**config.mk**
```make
export PLATFORM = sky130hd
export DESIGN_NAME = sync_t_counter
export DESIGN_NICKNAME = d
export VERILOG_FILES = /design/src/rtl/sync_cnt_pkg.sv /design/src/rtl/sync_t_counter_t_ff.sv /design/src/rtl/sync_t_counter.sv
export SDC_FILE = /design/constraint.sdc
export NUM_CORES = 1
export LEC_CHECK = 0
export BUFFER_PORTS_ARGS = -buffer_cell sky130_fd_sc_hd__buf_2
export CAP_MARGIN = 15
export CORE_AREA = 5 5 42 44
export DETAILED_ROUTE_END_ITERATION = 8
export DIE_AREA = 0 0 47 49
export MAX_ROUTING_LAYER = met4
export PLACE_DENSITY = 0.38
export SYNTH_ARGS = -nofsm -noshare
export SYNTH_HDL_FRONTEND = slang
export SYNTH_SLANG_ARGS = --single-unit
```
**constraint.sdc**
```tcl
create_clock -name clk -period 0.8 [get_ports clk]
set_input_delay 0.12 -clock clk [delete_from_list [all_inputs] [get_ports clk]]
set_output_delay 0.12 -clock clk [all_outputs]
set_load 0.02 [all_outputs]
```
**src/rtl/sync_cnt_pkg.sv**
```systemverilog
// Shared constants and helpers for the synchronous T-flip-flop counter.
package sync_cnt_pkg;

  localparam int DEFAULT_WIDTH = 3;

  // Terminal-count constant for a counter of the given width (1..32).
  function automatic logic [31:0] all_ones(input int width);
    if (width >= 32) return '1;
    return (32'd1 << width) - 32'd1;
  endfunction

endpackage

```
**src/rtl/sync_t_counter_t_ff.sv**
```systemverilog
// Single T flip-flop, async active-high reset to 0; toggles on clk when t=1.
module t_ff (
  input  logic clk,
  input  logic rst,
  input  logic t,
  output logic q
);

  logic q_q, q_d;

  always_comb begin
    q_d = q_q;
    if (t) q_d = ~q_q;
  end

  always_ff @(posedge clk or posedge rst) begin
    if (rst) q_q <= 1'b0;
    else     q_q <= q_d;
  end

  assign q = q_q;

endmodule

```
**src/rtl/sync_t_counter.sv**
```systemverilog
// Synchronous up-counter from a chain of T flip-flops sharing one clock.
// Optional terminal-count output tc is enabled by defining SYNC_CNT_TC_EN.
module sync_t_counter
  import sync_cnt_pkg::*;
#(
  parameter int WIDTH = DEFAULT_WIDTH
) (
  input  logic             clk,
  input  logic             rst,
  input  logic             t,
  output logic [WIDTH-1:0] q
`ifdef SYNC_CNT_TC_EN
  ,
  output logic             tc
`endif
);

  localparam logic [31:0] TC_VAL = all_ones(WIDTH);

  // Toggle enables: each bit flips only when t and every lower bit are 1.
  logic [WIDTH-1:0] en;

  assign en[0] = t;

  for (genvar i = 0; i < WIDTH; i++) begin : g_bit
    if (i > 0) begin : g_chain
      assign en[i] = en[i-1] & q[i-1];
    end
    t_ff u_tff (
      .clk (clk),
      .rst (rst),
      .t   (en[i]),
      .q   (q[i])
    );
  end

`ifdef SYNC_CNT_TC_EN
  // Combinational so a cascaded stage sees it in the cycle before the wrap.
  assign tc = t & (q == TC_VAL[WIDTH-1:0]);
`endif

endmodule

```
[Word-level counts from Yosys, hierarchy flattened]
Index checks and enable logic that the tools add are counted.
Word-level totals
  flip-flop bits (word level): 3
  bits of input ports: 3
  output and inout bits: 3
  word-level logic and storage cells: 8
Cells by class
  bitwise gates (word level): 5
Operator list (number)
  NOT 1 bit: 3
  AND 1 bit: 2

[Logic depth before layout (Yosys ltp)]
Gate-level depths: netlist of run 1.
  depth after elaboration: 2
  depth in mapped cells: 2

[By module]
Synthesis of run 1 repeated with hierarchy kept, for this count alone.
Second synthesis, totals
  cells, all modules: 11
  area, all modules: 125.1 um2
Modules (own cells, without submodules)
  t_ff: instances 3, cells each 3, area an instance 37.5 um2, sequential area each 25.0 um2
  sync_t_counter: instances 1, cells each 2, area an instance 12.5 um2, sequential area each 0.0 um2

[Least setup slack after synthesis of run 1]
No wires, ideal clock.
  path type: register -> register
  start: register g_bit[0].u_tff.q_q
  end: register g_bit[2].u_tff.q_q
  library setup time: 0.123 ns
  arrival time: 0.582 ns
  data required time: 0.677 ns
  path slack: 0.095 ns
  stages on the path, launching flop included: 3
  period minus slack after synthesis: 0.705 ns
  path through: dfrtp_1 -> nand3_1 -> xnor2_1
Between the ends
  cells in the longest elaborated chain, start to end: 2
Ends and longest elaborated chain
  start, declared: RTL line sync_t_counter_t_ff.sv:9  | logic q_q, q_d;
  start signal, assigned: RTL line sync_t_counter_t_ff.sv:18  | else q_q <= q_d;
  AND 1 bit (2 in a row): RTL line sync_t_counter.sv:27  | assign en[i] = en[i-1] & q[i-1];
  end signal, assigned: RTL line sync_t_counter_t_ff.sv:18
  end, declared: RTL line sync_t_counter_t_ff.sv:9
Every way passes these cells.
A chain may end at the register's enable or synchronous reset.

[Final worst setup path of run 1]
  start: register g_bit[1].u_tff.q_q
  end: output port q[1]
RTL lines
  start, declared: RTL line sync_t_counter_t_ff.sv:9
  start signal, assigned: RTL line sync_t_counter_t_ff.sv:18
  end, declared: RTL line sync_t_counter.sv:11  | output logic [WIDTH-1:0] q
No word-level cell between the ends.

==> run metrics, run 1 <==
CTS tree yes; root buf cell clkbuf_4; GRT Util Overall 0.03755; initial DRC count 1; critical path data arrival time approximately 0.75 ns; Lkg Pwr approximately 0.12 nW; H-tree levels 1; violated checks setup timing; synthesized area per cell approximately 11 µm²; Layout area overhead 80.73%; Logic pwr share 0.512; grt ovf 0; critical-path maximum fanout 2; final worst-path cycle share 1.088; Rel. slew slack 0.9194; Cells after Synth 12; Slew Limit Fails 0; layout cell share with drive strength beyond 1 0.5909; max FFs per register 3; final wirelength roughly 320 µm; final worst slack -0.07025 ns; register bit count reported by yosys 3; RSZ-0062 raised after global routing true; critical path class reg -> out; std cell rows 14; ANT cells 0; Final nets 26; required time at the worst-slack endpoint 0.68 ns; post-synth cell types 7; CTS buffer count 3; crit start category flip-flop; Worst Tran Pin Value 0.1205 ns; global-route wire length before repair around 450 µm; vias in the first global route around 120; vias per cell a little under 3; Hold Fails Final Rpt 0; crit-path leading delay family flip-flops; clock transition at the registers of the reported paths ~0.04 ns; final critical-path required period between 0.8 and 0.9 ns; Post-Route Skew just under 0.004 ns; die area between 0.002 and 0.0025 mm²; worst path buffer plus inverter count 1; status finished, violations left; Sequential Power Share 0.252; Routed WL per cell approximately 8.4 µm; Initial Util 0.09732; initial antenna violation count 0; die span in y between 40 and 50 µm; TritonCTS Sinks 3; Die X 47 µm; Hold WC Path Type in -> reg; Port Buffer Count 5; clock network latency to the later pin of the worst-skew pair ~0.24 ns; MaxCap Viol Count 0; critical path capture point type output port; Vias about 110; largest net degree at the start of global routing 4; maximum vdd drop ~0.59 mV; slowest CP cell dfrtp_1; Final TNS setup -0.2203 ns; smallest hold slack roughly 0.11 ns; Core Region ~0.0014 mm²; Sw Ratio 0.3346; clock power share 0.236; CP max stage delay ~0.38 ns; clock buffer depth 2; DRT antenna net count 0; Pint roughly 760 µW; FMAX roughly 1100 MHz; IO Pins 6; count of final setup violators 4; Power Density ~4600 mW/mm²; syn nets 15; switching power 381.0 µW; gpl congestion about 0.66; Syn. warnings 0; DRC violation count after routing 0; register area share after synthesis 0.5505; Pre-antenna DRT Iters 2; crit-path cells buf_6; Post-Syn Area approximately 140 µm²
## area by class of cell
type	instances	area [µm²]
Tap cell	16	20.02
Multi-Input combinational cell	5	45.04
Timing Repair Buffer	9	76.32
Fill cell	165	1155
Sequential cell	3	75.07
Clock buffer	4	26.28
Inverter	1	3.754
## cell families after synthesis
group | Yosys count | share of synthesized area
buf+inv | 4 | 0.1926
flops | 3 | 0.5504
simple gates | 2 | 0.06416
xor+xnor | 3 | 0.1927
## synth_stat cells
cell / number / share of area
inv_1: 1 / 0.027
nand2_1: 1 / 0.027
xor2_1: 1 / 0.064
xnor2_1: 2 / 0.13
buf_4: 3 / 0.17
nand3_1: 1 / 0.037
dfrtp_1: 3 / 0.55
## path summary, 6_finish.rpt
check	start	endpoint	slack (ns)	cells after the start
worst min-delay path	t	g_bit[0].u_tff.q	0.11	2
worst min register to register	g_bit[2].u_tff.q	g_bit[2].u_tff.q	0.56	2
max in group asynchronous	rst	g_bit[1].u_tff.q	0.36	3
worst max-delay path	g_bit[1].u_tff.q	q[1]	-0.07	1
worst max register to register	g_bit[0].u_tff.q	g_bit[2].u_tff.q	-0.02	3
min in group asynchronous	rst	g_bit[2].u_tff.q	0.30	3
## power groups by stage
stage	Clock (mW)	Combinational (mW)	Sequential [mW]
after floorplan	0	0.312	0.295
after global placement	0	0.295	0.296
after detailed placement	0	0.298	0.307
after CTS	0.282	0.543	0.287
after global routing	0.300	0.615	0.292
final	0.269	0.583	0.287
## cell usage in the layout, fill, tap and decap left out
cell and n:
xor2_1 1, xnor2_1 1, dfrtp_1 3, nand2_2 1, nand3_1 1, clkbuf_1 1, buf_4 3, buf_2 2
clkbuf_4 3, xnor2_2 1, inv_1 1, buf_6 3, dlygate4sd3_1 1
## routing by layer
layer / part of all wire / global-route usage / wire (µm) / vias to the layer above
met5: 0 / - / 0 / -
met4: 0 / 0.04147 / 0 / 0
met3: 0.16 / 0.05535 / 52 / 0
met2: 0.46 / 0.03394 / 148 / 8
met1: 0.37 / 0.02857 / 119 / 51
li1: - / - / - / 53
## through the flow
step / cells / util / cell area [µm²] / worst slack (ns) / power [mW]
3_5_place_dp: 30 / 0.1134 / 158.9 / 0.05779 / 0.6052
3_3_place_gp: 30 / 0.1134 / 158.9 / 0.08508 / 0.5912
4_1_cts: 38 / 0.1688 / 236.5 / -0.07837 / 1.111
5_1_grt: 38 / 0.1759 / 246.5 / -0.09732 / 1.208
6_report: 38 / 0.1759 / 246.5 / -0.07025 / 1.138
2_1_floorplan: 12 / - / 136.4 / 0.09533 / 0.6070
## repair_timing
item                                    CTS  global route
gates resized for setup                   6             2
pin swaps                                 0             1
gates cloned                              0             0
hold endpoints to repair                  3             0
buffers inserted                          3             0
hold buffers                              1             0
endpoints found under the setup margin    3             6
(Power assumes the default switching activity.)
==> run 2, diff against run 1 <==
--- a/config.mk
+++ b/config.mk
@@ -5,13 +5,14 @@
 export SDC_FILE = /design/constraint.sdc
 export NUM_CORES = 1
 export LEC_CHECK = 0
+export ABC_AREA = 1
 export BUFFER_PORTS_ARGS = -buffer_cell sky130_fd_sc_hd__buf_2
 export CAP_MARGIN = 15
 export CORE_AREA = 5 5 42 44
 export DETAILED_ROUTE_END_ITERATION = 8
 export DIE_AREA = 0 0 47 49
 export MAX_ROUTING_LAYER = met4
-export PLACE_DENSITY = 0.38
+export PLACE_DENSITY = 0.39
 export SYNTH_ARGS = -nofsm -noshare
 export SYNTH_HDL_FRONTEND = slang
 export SYNTH_SLANG_ARGS = --single-unit
==> run metrics, run 2 <==
root buf cell clkbuf_4; Hold WC Path Type in -> reg; vias per cell approximately 3.1; Port Buffer Count 5; violated checks setup timing; crit start category flip-flop; max FFs per register 3; Layout area overhead 66.67%; Pre-antenna DRT Iters 2; FMAX approximately 1200 MHz; post-synth cell types 8; Core Region approximately 0.0014 mm²; commonest cells in the netlist 4 x nand2_1, 3 x buf_4, 3 x dfrtp_1, 3 x inv_1; Lkg Pwr 0.1311 nW; grt ovf 0; DP Wirelength around 220 µm; ANT cells 0; Slew Limit Fails 0; Synth top area share 0.5000; count of final setup violators 4; crit-path leading delay family flip-flops; smallest hold slack ~0.12 ns; slowest CP cell dfrtp_1; cell taking the most area after synthesis dfrtp_1; GRT Util Overall 0.03974; final critical-path required period 0.8653 ns; final worst-path cycle share 1.082; layout cell share with drive strength beyond 1 0.4074; Die X 47 µm; critical path capture point type output port; Final nets 31; dpl cell area approximately 170 µm²; top-count cell post-synth nand2_1; CTS buffer count 3; Main synth FF type dfrtp_1; CP max stage delay roughly 0.38 ns; die span in y 49 µm; fin area 250.2 µm²; Post-Syn Area about 150 µm²; most common cell after layout, fill and taps aside nand2_1; # fillers approximately 170; Routed WL per cell ~7.5 µm; Vias between 100 and 150; CTS tree yes; RSZ-0062 raised after global routing true; register bit count reported by yosys 3; crit-path cells buf_6; critical path data arrival time 0.75 ns; Rel. slew slack 0.9228; global-route wire length before repair 503 µm; status finished, violations left; final worst slack -0.06533 ns; critical-path maximum fanout 2; Final TNS setup -0.2416 ns; synthesized area per cell 8.832 µm²; vias in the first global route 139; largest net degree at the start of global routing 5; required time at the worst-slack endpoint just under 0.7 ns; Worst Tran Pin Value around 0.12 ns; H-tree levels 1; maximum vdd drop 0.6442 mV; syn nets 20; initial DRC count 1; final core utilization 0.1786; DP Worst Slack about 0.021 ns; gpl congestion roughly 0.67; initial antenna violation count 0; Cells after Synth 17; DRT antenna net count 0; async set-reset flop share out of synthesis 1.000; TritonCTS Sinks 3; clock network latency to the later pin of the worst-skew pair about 0.23 ns; Post-Route Skew ~0.0020 ns; clock transition at the registers of the reported paths 0.04 ns; Syn. warnings 0; Hold Fails Final Rpt 0; critical path class reg -> out; Initial Util 0.1071; MaxCap Viol Count 0; Post-synth EDFFs 0; DRC violation count after routing 0; std cell rows 14; worst path buffer plus inverter count 1; register area share after synthesis 0.5000; final wirelength approximately 320 µm; IO Pins 6; clock buffer depth 2; die area approximately 0.0023 mm²; ranking of synthesized cells by area dfrtp_1 50%, buf_4 15%, nand2_1 10%; Power Density approximately 4400 mW/mm²
[run 2: changes by cell type in the layout (fill, tap and decap cells not counted)]
cell     before  now
xnor2_1       1    0
nand2_1       0    4
nand4_1       0    1
inv_1         1    3
xnor2_2       1    0
and2_1        0    1
nand2_2       1    0
[run 2: worst paths after layout]
| check | from | end | slack [ns] | depth (start not counted) |
|---|---|---|---|---|
| worst max-delay path | g_bit[2].u_tff.q | q[2] | -0.07 | 1 |
| worst min-delay path | t | g_bit[0].u_tff.q | 0.12 | 2 |
| min in group asynchronous | rst | g_bit[0].u_tff.q | 0.29 | 3 |
| worst min register to register | g_bit[0].u_tff.q | g_bit[0].u_tff.q | 0.58 | 2 |
| worst max register to register | g_bit[0].u_tff.q | g_bit[1].u_tff.q | -0.05 | 4 |
| max in group asynchronous | rst | g_bit[1].u_tff.q | 0.38 | 3 |
[run 2: cell families (layout without fill, tap and decap cells)]
family | after synthesis | count (layout) | share of synthesized area
XOR/XNOR | 1 | 1 | 0.05834
buffers and inverters | 6 | 16 | 0.2250
flip-flops | 3 | 3 | 0.5000
AND/OR/NAND/NOR | 7 | 7 | 0.2167
[run 2: final cells by class]
class | instances | area [µm²] | area share
multi-input combinational | 8 | 41.29 | 0.1650
tap | 16 | 20.02 | 0.08000
timing repair buffer | 9 | 76.32 | 0.3050
clock buffer | 4 | 26.28 | 0.1050
inverter | 3 | 11.26 | 0.04500
sequential | 3 | 75.07 | 0.3000
[run 2: per-stage QoR]
stage | cells | power, mW
final | 43 | 1.094
after global placement | 35 | 0.6158
after detailed placement | 35 | 0.6144
after floorplan | 17 | 0.6098
after CTS | 43 | 1.114
after global routing | 43 | 1.182
[run 2: what timing repair did]
item,CTS,global route
buffers inserted,3,0
hold buffers,1,0
setup endpoints to repair,3,6
hold endpoints to repair,3,0
resized for setup,6,0
[run 2: power breakdown]
part	leakage [nW]	switching, mW	internal, mW
Combinational	0.0811	0.249	0.297
Sequential	0.0350	0.0497	0.231
Clock	0.0150	0.0802	0.187
[run 2: layer usage]
layer / track usage / wire, µm / vias up
li1: - / - / 69
met4: 0.05530 / 0 / 0
met2: 0.04072 / 141 / 6
met1: 0.02863 / 117 / 60
met3: 0.04428 / 61 / 0
met5: - / 0 / -
==> run 3, diff against run 2 <==
--- a/config.mk
+++ b/config.mk
@@ -12,7 +12,7 @@
 export DETAILED_ROUTE_END_ITERATION = 8
 export DIE_AREA = 0 0 47 49
 export MAX_ROUTING_LAYER = met4
-export PLACE_DENSITY = 0.39
+export PLACE_DENSITY = 0.38
 export SYNTH_ARGS = -nofsm -noshare
 export SYNTH_HDL_FRONTEND = slang
 export SYNTH_SLANG_ARGS = --single-unit
==> constraint.sdc (replaced) <==
create_clock -name clk -period 1.1 [get_ports clk]
set_input_delay 0.165 -clock clk [delete_from_list [all_inputs] [get_ports clk]]
set_output_delay 0.165 -clock clk [all_outputs]
set_load 0.02 [all_outputs]
==> run metrics, run 3 (same netlist as run 2, synthesis figures left out) <==
Worst Tran Pin Value ~0.15 ns; final critical-path required period 0.9876 ns; Initial Util 0.1071; ANT cells 0; RSZ-0062 raised after global routing false; dpl cell area roughly 170 µm²; Power Density between 3000 and 4000 mW/mm²; crit-path leading delay family flip-flops; worst path buffer plus inverter count 1; die area roughly 0.0023 mm²; H-tree levels 1; layout cell share with drive strength beyond 1 0.3333; status finished, final reports clean; slowest CP cell dfrtp_1; CTS tree yes; # fillers ~170; Post-Route Skew around 0.0017 ns; DRC violation count after routing 0; most common cell after layout, fill and taps aside buf_2; critical-path maximum fanout 5; Core Region around 0.0014 mm²; Lkg Pwr ~0.11 nW; Hold WC Path Type in -> reg; initial antenna violation count 0; TritonCTS Sinks 3; commonest non-fill, non-tap cells in the layout 5 x buf_2, 4 x nand2_1, 3 x inv_1, 3 x clkbuf_4, 3 x dfrtp_1; gpl congestion roughly 0.73; Slew Limit Fails 0; crit start category flip-flop; root buf cell clkbuf_4; Routed WL per cell 7.125 µm; clock network latency to the later pin of the worst-skew pair ~0.23 ns; grt ovf 0; clock buffer depth 2; maximum vdd drop a little over 0.5 mV; Die X 47 µm; postcts setup bufs 0; critical path class reg -> out; max FFs per register 3; fin area around 210 µm²; critical path data arrival time a little over 0.8 ns; Port Buffer Count 5; CP max stage delay 0.40 ns; IO Pins 6; Layout area overhead 39.17%; CTS buffer count 3; GRT Util Overall 0.03980; Hold Fails Final Rpt 0; clock transition at the registers of the reported paths about 0.040 ns; multi-input logic area 41.29 µm²; global-route wire length before repair ~520 µm; vias per cell between 2 and 3; Final nets 28; largest net degree at the start of global routing 6; required time at the worst-slack endpoint about 0.94 ns; final worst-path cycle share 0.8978; final wirelength between 200 and 300 µm; vias in the first global route 133; FMAX between 1000 and 1500 MHz; Pre-antenna DRT Iters 1; initial DRC count 0; std cell rows 14; count of final setup violators 0; Rel. slew slack 0.8978; Final TNS setup 0 ns; Vias roughly 120; die span in y between 40 and 50 µm; crit-path cells buf_2; Reg area between 70 and 80 µm²; critical path capture point type output port; MaxCap Viol Count 0; DRT antenna net count 0
run 3: through the flow:
stage	setup slack [ns]	utilization	cells	hold WS [ns]	power (mW)
2_1_floorplan	0.3542	-	17	-0.08136	0.4435
3_3_place_gp	0.3257	0.1232	35	0.03002	0.4375
3_5_place_dp	0.3066	0.1232	35	0.03775	0.4496
4_1_cts	0.09756	0.1491	40	0.1504	0.6519
5_1_grt	0.05025	0.1491	40	0.1672	0.6987
6_report	0.1124	0.1491	40	0.1631	0.6350
run 3: final cells by class:
cell class,instances,share of cell area
clock buffer,4,0.1257
multi-input combinational,8,0.1976
sequential,3,0.3593
tap,16,0.09581
timing repair buffer,6,0.1677
inverter,3,0.05389
run 3: worst paths after layout:
path / slack [ns] / end / start / cells past startpoint
worst min register to register: 0.52 / g_bit[2].u_tff.q / g_bit[2].u_tff.q / 2
worst min-delay path: 0.16 / g_bit[0].u_tff.q / t / 2
min in group asynchronous: 0.35 / g_bit[1].u_tff.q / rst / 3
max in group asynchronous: 0.63 / g_bit[2].u_tff.q / rst / 3
worst max register to register: 0.30 / g_bit[1].u_tff.q / g_bit[0].u_tff.q / 2
worst max-delay path: 0.11 / q[0] / g_bit[0].u_tff.q / 1
run 3: metal layers:
layer,routed length [µm],vias up,track usage,share of wire
met5,0,-,-,0
met4,0,0,0.04147,0
met3,64,0,0.05904,0.22
met2,86,6,0.03394,0.30
met1,134,51,0.03319,0.47
li1,-,62,-,-
run 3: timing repair:
action,in CTS,in global routing
resized for setup,0,0
endpoints found under the hold margin,3,0
hold buffers,1,0
run 3: power by group:
part,switching [mW],leakage (nW),internal [mW]
sequential,0.0548,0.0350,0.168
combinational,0.138,0.0604,0.0858
clock,0.0526,0.0150,0.136
